--- src/rtl/fifo_pkg.sv ---
// Shared constants and elaboration helpers for the parametrised synchronous FIFO.
// Optional build feature: SYNC_FIFO_FWFT_EN (first-word fall-through read port),
// consumed by sync_fifo_param.
package fifo_pkg;

    localparam int FIFO_DW_DEFAULT    = 140;
    localparam int FIFO_DEPTH_DEFAULT = 4;

    // Width needed to represent an occupancy of 0..depth inclusive.
    function automatic int level_w(input int depth);
        return $clog2(depth + 1);
    endfunction

    function automatic bit is_pow2(input int n);
        return (n > 0) && ((n & (n - 1)) == 0);
    endfunction

    function automatic bit depth_ok(input int depth);
        return (depth >= 2) && is_pow2(depth);
    endfunction

    function automatic bit afull_ok(input int th, input int depth);
        return (th >= 1) && (th <= depth);
    endfunction

    function automatic bit aempty_ok(input int th, input int depth);
        return (th >= 0) && (th <= depth - 1);
    endfunction

endpackage

--- src/rtl/fifo_mem.sv ---
// DEPTH x DW storage array: one synchronous write port, one asynchronous read
// port. Contents are not reset; the pointers in the top level decide validity.
module fifo_mem
    import fifo_pkg::*;
#(
    parameter int DW    = FIFO_DW_DEFAULT,
    parameter int DEPTH = FIFO_DEPTH_DEFAULT,
    parameter int AW    = $clog2(DEPTH)
) (
    input  logic          clk_in,
    input  logic          we,
    input  logic [AW-1:0] waddr,
    input  logic [DW-1:0] wdata,
    input  logic [AW-1:0] raddr,
    output logic [DW-1:0] rdata
);

    logic [DW-1:0] mem_q [DEPTH];

    // Store the accepted write word.
    always_ff @(posedge clk_in) begin
        if (we) begin
            mem_q[waddr] <= wdata;
        end
    end

    assign rdata = mem_q[raddr];

endmodule

--- src/rtl/sync_fifo_param.sv ---
// Parametrised single-clock FIFO with fill level, almost-full/almost-empty
// thresholds, sticky overflow/underflow flags and synchronous flush.
// Build option: define SYNC_FIFO_FWFT_EN for a first-word fall-through read
// port; otherwise data_from_fifo is registered and loads on an accepted read.
module sync_fifo_param
    import fifo_pkg::*;
#(
    parameter int DW        = FIFO_DW_DEFAULT,
    parameter int DEPTH     = FIFO_DEPTH_DEFAULT,
    parameter int AFULL_TH  = DEPTH - 1,
    parameter int AEMPTY_TH = 1,
    parameter int LW        = level_w(DEPTH)
) (
    input  logic          clk_in,
    input  logic          rst_n,
    input  logic          fifo_clear,
    input  logic          fifo_w_enable,
    input  logic [DW-1:0] data_to_fifo,
    input  logic          fifo_r_enable,
    output logic [DW-1:0] data_from_fifo,
    output logic          fifo_empty,
    output logic          fifo_full,
    output logic          fifo_almost_full,
    output logic          fifo_almost_empty,
    output logic [LW-1:0] fifo_level,
    output logic          fifo_overflow,
    output logic          fifo_underflow
);

    localparam int AW = $clog2(DEPTH);
    localparam int PW = AW + 1;

    localparam logic [PW-1:0] PTR_ONE   = PW'(1);
    localparam logic [LW-1:0] LVL_ONE   = LW'(1);
    localparam logic [LW-1:0] AFULL_LV  = LW'(AFULL_TH);
    localparam logic [LW-1:0] AEMPTY_LV = LW'(AEMPTY_TH);

    if (!depth_ok(DEPTH)) begin : g_bad_depth
        $error("sync_fifo_param: DEPTH must be a power of two and >= 2");
    end
    if (!afull_ok(AFULL_TH, DEPTH)) begin : g_bad_afull
        $error("sync_fifo_param: AFULL_TH must be within 1..DEPTH");
    end
    if (!aempty_ok(AEMPTY_TH, DEPTH)) begin : g_bad_aempty
        $error("sync_fifo_param: AEMPTY_TH must be within 0..DEPTH-1");
    end

    logic [PW-1:0] wptr_q, wptr_d;
    logic [PW-1:0] rptr_q, rptr_d;
    logic [LW-1:0] level_q, level_d;
    logic          ovf_q, ovf_d;
    logic          udf_q, udf_d;
    logic          wr_acc, rd_acc;
    logic [DW-1:0] mem_rdata;

    // Pointer-derived full/empty: the wrap bit distinguishes full from empty.
    assign fifo_empty = (wptr_q == rptr_q);
    assign fifo_full  = (wptr_q[AW] != rptr_q[AW]) &&
                        (wptr_q[AW-1:0] == rptr_q[AW-1:0]);

    assign fifo_level        = level_q;
    assign fifo_almost_full  = (level_q >= AFULL_LV);
    assign fifo_almost_empty = (level_q <= AEMPTY_LV);
    assign fifo_overflow     = ovf_q;
    assign fifo_underflow    = udf_q;

    // Flush wins over both enables; flags come from the pre-edge state.
    assign wr_acc = fifo_w_enable && !fifo_full  && !fifo_clear;
    assign rd_acc = fifo_r_enable && !fifo_empty && !fifo_clear;

    fifo_mem #(
        .DW    (DW),
        .DEPTH (DEPTH),
        .AW    (AW)
    ) u_mem (
        .clk_in (clk_in),
        .we     (wr_acc),
        .waddr  (wptr_q[AW-1:0]),
        .wdata  (data_to_fifo),
        .raddr  (rptr_q[AW-1:0]),
        .rdata  (mem_rdata)
    );

    // Next-state for pointers, occupancy and the sticky error bits.
    always_comb begin
        wptr_d  = wptr_q;
        rptr_d  = rptr_q;
        level_d = level_q;
        ovf_d   = ovf_q;
        udf_d   = udf_q;
        if (fifo_clear) begin
            wptr_d  = '0;
            rptr_d  = '0;
            level_d = '0;
            ovf_d   = 1'b0;
            udf_d   = 1'b0;
        end else begin
            if (wr_acc) wptr_d = wptr_q + PTR_ONE;
            if (rd_acc) rptr_d = rptr_q + PTR_ONE;
            case ({wr_acc, rd_acc})
                2'b10:   level_d = level_q + LVL_ONE;
                2'b01:   level_d = level_q - LVL_ONE;
                default: level_d = level_q;
            endcase
            if (fifo_w_enable && fifo_full)  ovf_d = 1'b1;
            if (fifo_r_enable && fifo_empty) udf_d = 1'b1;
        end
    end

    // Control state registers.
    always_ff @(posedge clk_in or negedge rst_n) begin
        if (!rst_n) begin
            wptr_q  <= '0;
            rptr_q  <= '0;
            level_q <= '0;
            ovf_q   <= 1'b0;
            udf_q   <= 1'b0;
        end else begin
            wptr_q  <= wptr_d;
            rptr_q  <= rptr_d;
            level_q <= level_d;
            ovf_q   <= ovf_d;
            udf_q   <= udf_d;
        end
    end

`ifdef SYNC_FIFO_FWFT_EN
    // Head entry falls through combinationally; forced to zero when empty.
    always_comb begin
        data_from_fifo = '0;
        if (!fifo_empty) data_from_fifo = mem_rdata;
    end
`else
    logic [DW-1:0] dout_q, dout_d;

    // Output register loads the head entry only on an accepted read.
    always_comb begin
        dout_d = dout_q;
        if (rd_acc) dout_d = mem_rdata;
    end

    // Registered read data.
    always_ff @(posedge clk_in or negedge rst_n) begin
        if (!rst_n) begin
            dout_q <= '0;
        end else begin
            dout_q <= dout_d;
        end
    end

    assign data_from_fifo = dout_q;
`endif

endmodule

--- config.mk ---
export PLATFORM = sky130hd
export DESIGN_NAME = sync_fifo_param
export DESIGN_NICKNAME = d
export VERILOG_FILES = /design/src/rtl/fifo_pkg.sv /design/src/rtl/fifo_mem.sv /design/src/rtl/sync_fifo_param.sv
export SDC_FILE = /design/constraint.sdc
export NUM_CORES = 1
export LEC_CHECK = 0
export BUFFER_PORTS_ARGS = -buffer_cell sky130_fd_sc_hd__buf_2
export CAP_MARGIN = 5
export CORE_ASPECT_RATIO = 0.7
export CORE_MARGIN = 10
export CORE_UTILIZATION = 53
export CTS_CLUSTER_DIAMETER = 60
export DETAILED_ROUTE_END_ITERATION = 10
export MAX_ROUTING_LAYER = met4
export PLACE_DENSITY = 0.85
export SYNTH_ARGS = -nofsm -noshare
export SYNTH_HDL_FRONTEND = slang
export SYNTH_SLANG_ARGS = --single-unit
--- constraint.sdc ---
create_clock -name clk_in -period 27.7 [get_ports clk_in]
set_clock_uncertainty 0.2 [all_clocks]
set_input_delay 8.31 -clock clk_in [delete_from_list [all_inputs] [get_ports clk_in]]
set_output_delay 8.31 -clock clk_in [all_outputs]
set_load 0.01 [all_outputs]
==> results of run 1 <==
power groups by stage:
stage                     sequential [W]  combinational, W  clock [W]
after CTS                        0.00138          0.000539   0.000907
after global routing             0.00139          0.000569   0.000948
after global placement           0.00139          0.000518          0
final                            0.00138          0.000526   0.000887
after floorplan                  0.00142          0.000279          0
after detailed placement         0.00140          0.000534          0
sequential cells by signal (all words and copies together), names as in the netlist:
name / flops
data_from_fifo: 140
fifo_level: 3
fifo_overflow: 1
fifo_underflow: 1
rptr_q: 3
u_mem.mem_q: 560
wptr_q: 3
cells by family (layout without fill, tap and decap cells):
logic type | count (synthesis) | after routing | share of synthesized area [%]
simple gates | 26 | 26 | 0.460
compound gates | 16 | 16 | 0.489
buf+inv | 58 | 444 | 1.04
other cells | 0 | 19 | 0
mux | 286 | 286 | 18.4
fa+ha+maj | 9 | 9 | 0.431
flops | 711 | 711 | 78.9
xor+xnor | 10 | 10 | 0.335
stage by stage:
| stage | instances | cell area (sq um) | total power, W | setup WS (ps) |
|---|---|---|---|---|
| 6_report | 2176 | 30500 | 0.00279 | 16870 |
| 5_1_grt | 2175 | 30500 | 0.00291 | 16690 |
| 4_1_cts | 2157 | 30500 | 0.00283 | 16780 |
| 3_5_place_dp | 2033 | 28300 | 0.00193 | 16460 |
| 3_3_place_gp | 2033 | 28300 | 0.00191 | 16530 |
| 2_1_floorplan | 1116 | 26100 | 0.00170 | 7680 |
synthesized netlist by cell type (5+ instances only):
cell type	count	share of area [%]
mux2i_1	5	0.19
buf_1	5	0.072
buf_4	9	0.26
clkbuf_1	20	0.29
mux4_2	140	12
edfxtp_1	560	64
xnor2_1	5	0.17
mux2_2	141	6.1
ha_1	9	0.43
nor2_1	14	0.20
buf_2	17	0.33
inv_1	7	0.10
a21oi_1	5	0.096
xor2_1	5	0.17
dfrtp_1	151	14
worst max-delay path, stage by stage (launching register included):
cell     delay (ps)
dfrtp_4         800
xor2_1          290
nor3_1          410
buf_2           220
metal layers:
layer,vias up,global-route usage [%],routed length (um)
met5,-,-,0
met4,0,5.20,962
met3,80,5.10,3820
met2,455,30.3,27900
met1,6589,24.1,21600
li1,5272,-,-
how the worst max path moves through the flow:
| stage | start | end | slack, ps | cells past startpoint |
|---|---|---|---|---|
| detailed placement | fifo_w_enable | u_mem.mem_q[3][14] | 16460 | 4 |
| finish | rptr_q[0] | fifo_empty | 16870 | 3 |
| global route | rptr_q[0] | fifo_full | 16690 | 3 |
| global placement | fifo_w_enable | u_mem.mem_q[3][137] | 16530 | 4 |
| CTS | rptr_q[0] | fifo_empty | 16780 | 3 |
| floorplan | fifo_w_enable | u_mem.mem_q[0][0] | 7680 | 3 |
cell type report:
| cell class | instances | area (sq um) | area share (%) |
|---|---|---|---|
| Clock inverter | 31 | 254 | 0.832 |
| Sequential cell | 711 | 20600 | 67.5 |
| Multi-Input combinational cell | 347 | 5270 | 17.3 |
| Timing Repair Buffer | 313 | 1620 | 5.32 |
| Inverter | 7 | 26.3 | 0.0861 |
| Antenna cell | 19 | 47.5 | 0.156 |
| Tap cell | 655 | 820 | 2.68 |
| Clock buffer | 93 | 1890 | 6.18 |
==> results.json, run 1 <==
{
  "holdPathStages": 1,
  "synth_edf_count": 560,
  "synthToLayoutAreaGrowth_pct": 16.9,
  "via_per_inst": 5.70,
  "design.die.area_sq_mm": 0.0587,
  "first_iter_violations": 1047,
  "syn-instance-count": 1116,
  "status": "finished, final reports clean",
  "drive_gt1_share_pct": 46.7,
  "critPathLaunchType": "register",
  "gp_congestion": 0.775,
  "mappedNetlistArea_sq_mm": 0.0261,
  "cts.repair.resized": 0,
  "p_sw_w": 0.000733,
  "synth_nets": 1270,
  "nets": 1601,
  "wirelength_um": 54300,
  "worstPathRequired_ps": 19190,
  "path_clk_slew_ps": 60,
  "min_from": "data_from_fifo[130]",
  "fmax_mhz": 92.3,
  "antenna_found_initial": 18,
  "drv_cap": 0,
  "num_io_pins": 294,
  "fin_util_pct": 63.2,
  "fill_cells": 3205,
  "layout_commonest_cell": "edfxtp_1",
  "vias": 12400,
  "pwr-share-comb_pct": 18.8,
  "fin_crit_sh_pct": 39.1,
  "cp-end-kind": "output port",
  "dr.pass1.iters": 5,
  "cts_tree": "built",
  "die_h_um": 206,
  "clock_sinks": 711,
  "drc_errors": 0,
  "cellLeakagePower_nw": 10.7,
  "insertion_delay_ps": 590,
  "p_per_area_mw_per_mm2": 91.4,
  "switching_share_pct": 26.3,
  "seqPwrFrac_pct": 49.4,
  "ff2ff_setup_slack_ps": 23630,
  "ys_types": 30,
  "irDropWorstVdd_mv": 0.0602,
  "ctsHtreeMaxLevel": 3,
  "wl_per_cell_um": 24.9,
  "overflow": 0,
  "setup_tns_ps": 0,
  "r2r_cells": 4,
  "final_cell_mix": "edfxtp_1, buf_2, dfrtp_1",
  "rsz0062_at_grt": "no",
  "grt_usage_pct": 19.0,
  "maxSlewHeadroom_pct": 19.0,
  "drv_slew": 0,
  "worstSetupPathType": "reg2out",
  "synth_area_per_cell_sq_um": 23.4,
  "hpwlAfterDp_um": 32500,
  "min_to": "data_from_fifo[130]",
  "ant_nets": 0,
  "grt_max_degree": 74,
  "yosys_warnings": 0,
  "ctsLongestPathBuffers": 3,
  "crit-reg2reg-launch": "rptr_q[0]",
  "start_util_pct": 54.1,
  "worst_slew_pin_slew_ps": 1210,
  "rr_endpoint": "u_mem.mem_q[3][129]",
  "root_buffer": "clkbuf_16",
  "final_hold_viol_count": 0,
  "hold_slack_ps": 300,
  "synth_flop_cell": "edfxtp_1",
  "p_int_w": 0.00206,
  "setup_violations": 0,
  "p_clk_share_pct": 31.8,
  "fp.dieW_um": 285,
  "async_flop_share_pct": 21.2,
  "core_area_sq_mm": 0.0483,
  "cp.arrival_ps": 2320,
  "synth_seq_cells": 711,
  "grt_pass1_vias": 13100,
  "portBuffers": 293,
  "seq_area_frac_synth_pct": 78.9,
  "grt_pass1_wl_um": 82000,
  "holdBufCountCts": 0,
  "row_count": 67,
  "finalCriticalPeriod_ps": 10830,
  "hold_class": "reg2reg",
  "post-cts-setup-buffers": 0,
  "cts_buffers": 67,
  "cp_max_fo": 28
}
(Power assumes the default switching activity.)
==> inputs of run 2 (changes only) <==
==> constraint.sdc (replaced) <==
create_clock -name clk_in -period 10.45 [get_ports clk_in]
set_clock_uncertainty 0.2 [all_clocks]
set_input_delay 3.135 -clock clk_in [delete_from_list [all_inputs] [get_ports clk_in]]
set_output_delay 3.135 -clock clk_in [all_outputs]
set_load 0.01 [all_outputs]
==> results.json, run 2 (synthesis gave the netlist of run 1 again) <==
{
  "status": "finished, final reports clean",
  "setup_violations": 0,
  "nets": 1592,
  "design.die.area_sq_mm": 0.0587,
  "largest_reg_flops": 560,
  "hold_class": "reg2reg",
  "ctsLongestPathBuffers": 3,
  "vias": 12100,
  "final_hold_viol_count": 0,
  "cts_tree": "built",
  "grt_usage_pct": 18.5,
  "overflow": 0,
  "hpwlAfterDp_um": 32200,
  "fmax_mhz": 167,
  "root_buffer": "clkbuf_16",
  "rr_endpoint": "u_mem.mem_q[0][18]",
  "ff2ff_setup_slack_ps": 6510,
  "die_h_um": 206,
  "regArea_sq_mm": 0.0206,
  "wl_per_cell_um": 24.3,
  "cp-end-kind": "output port",
  "num_io_pins": 294,
  "fill_cells": 3203,
  "drc_errors": 0,
  "drv_slew": 0,
  "final_cell_mix": "edfxtp_1, buf_2, dfrtp_1",
  "via_per_inst": 5.58,
  "min_from": "data_from_fifo[131]",
  "holdPathStages": 1,
  "first_iter_violations": 1141,
  "drv_cap": 0,
  "synthToLayoutAreaGrowth_pct": 16.3,
  "cp.arrival_ps": 2660,
  "fp.dieW_um": 285,
  "maxSlewHeadroom_pct": 26.6,
  "seqPwrFrac_pct": 50.5,
  "wirelength_um": 52900,
  "antenna_found_initial": 25,
  "cts.repair.resized": 0,
  "row_count": 67,
  "worst_slew_pin_slew_ps": 1100,
  "core_area_sq_mm": 0.0483,
  "post-cts-setup-buffers": 0,
  "multi_input_area_sq_mm": 0.00527,
  "irDropWorstVdd_mv": 0.148,
  "ant_nets": 0,
  "finalCriticalPeriod_ps": 5990,
  "post_dp_cell_area_sq_mm": 0.0283,
  "p_clk_share_pct": 30.6,
  "crit-reg2reg-launch": "rptr_q[0]",
  "grt_pass1_vias": 13100,
  "fin_crit_sh_pct": 57.4,
  "rsz0062_at_grt": "no",
  "p_int_w": 0.00536,
  "min_to": "data_from_fifo[131]",
  "cts_buffers": 61,
  "gp_congestion": 0.757,
  "worstPathRequired_ps": 7120,
  "switching_share_pct": 26.1,
  "pwr-share-comb_pct": 18.9,
  "final_area_sq_mm": 0.0304,
  "grt_pass1_wl_um": 80400,
  "path_clk_slew_ps": 60,
  "holdBufCountCts": 0,
  "worstSetupPathType": "reg2out",
  "ctsHtreeMaxLevel": 2,
  "clock_sinks": 711,
  "cp_max_fo": 49,
  "p_total_w": 0.00725,
  "p_per_area_mw_per_mm2": 239,
  "grt_max_degree": 72,
  "regMostFlops": "u_mem.mem_q",
  "portBuffers": 293,
  "dr.pass1.iters": 5,
  "drive_gt1_share_pct": 46.4,
  "r2r_cells": 4,
  "layout_commonest_cell": "edfxtp_1",
  "p_sw_w": 0.00189,
  "cellLeakagePower_nw": 10.6,
  "start_util_pct": 54.1,
  "critPathLaunchType": "register",
  "insertion_delay_ps": 630
}
## run 2: changes by cell type in the layout (fill, tap and decap cells not counted)
cell,previous run,this run
clkinv_1,8,6
clkinv_8,3,0
inv_6,6,3
clkbuf_8,7,11
inv_16,0,1
bufinv_16,2,3
diode_2,19,29
clkinv_2,11,10
clkbuf_16,69,61
buf_4,20,17
clkinvlp_4,1,4
## run 2: worst max-delay path by stage
stage | startpoint | end | depth (start not counted)
after global routing | rptr_q[0] | fifo_empty | 3
after global placement | fifo_w_enable | u_mem.mem_q[0][137] | 4
after floorplan | fifo_w_enable | u_mem.mem_q[0][0] | 3
after CTS | rptr_q[0] | fifo_empty | 3
final | rptr_q[0] | fifo_empty | 3
after detailed placement | fifo_w_enable | u_mem.mem_q[0][126] | 4
## run 2: power by group through the flow
stage | combinational [W] | clock, W | sequential (W)
detailed placement | 0.00140 | 0 | 0.00371
finish | 0.00137 | 0.00222 | 0.00366
global route | 0.00148 | 0.00237 | 0.00370
floorplan | 0.000741 | 0 | 0.00377
global placement | 0.00135 | 0 | 0.00369
CTS | 0.00141 | 0.00227 | 0.00366
## run 2: layout make-up
type                            count  area share, %
Multi-Input combinational cell    347           17.4
Inverter                            7         0.0865
Sequential cell                   711           67.8
Clock inverter                     27          0.787
Antenna cell                       29          0.239
Clock buffer                       89           5.73
Timing Repair Buffer              310           5.27
Tap cell                          655           2.70
## run 2: worst max-delay path, stage by stage, from the launching register on
cell,delay (ps)
dfrtp_4,1060
xor2_1,350
nor3_1,400
buf_2,210
## run 2: through the flow
step	hold slack, ps	TNS, ps	utilization (%)	cells	setup slack [ps]
after floorplan	329	-2355630	-	1116	-4400
after global placement	284	0	58.6	2030	4870
after detailed placement	290	0	58.6	2030	4840
after CTS	305	0	62.7	2146	4300
after global routing	308	0	62.9	2169	4200
final	299	0	62.9	2175	4460
## run 2: routing by layer
metal | up-vias | GRT usage [%] | share of wire (%)
li1 | 5267 | - | -
met1 | 6392 | 23.5 | 40
met2 | 401 | 29.2 | 50
met3 | 76 | 5.73 | 8.3
met4 | 0 | 4.67 | 1.9
met5 | - | - | 0
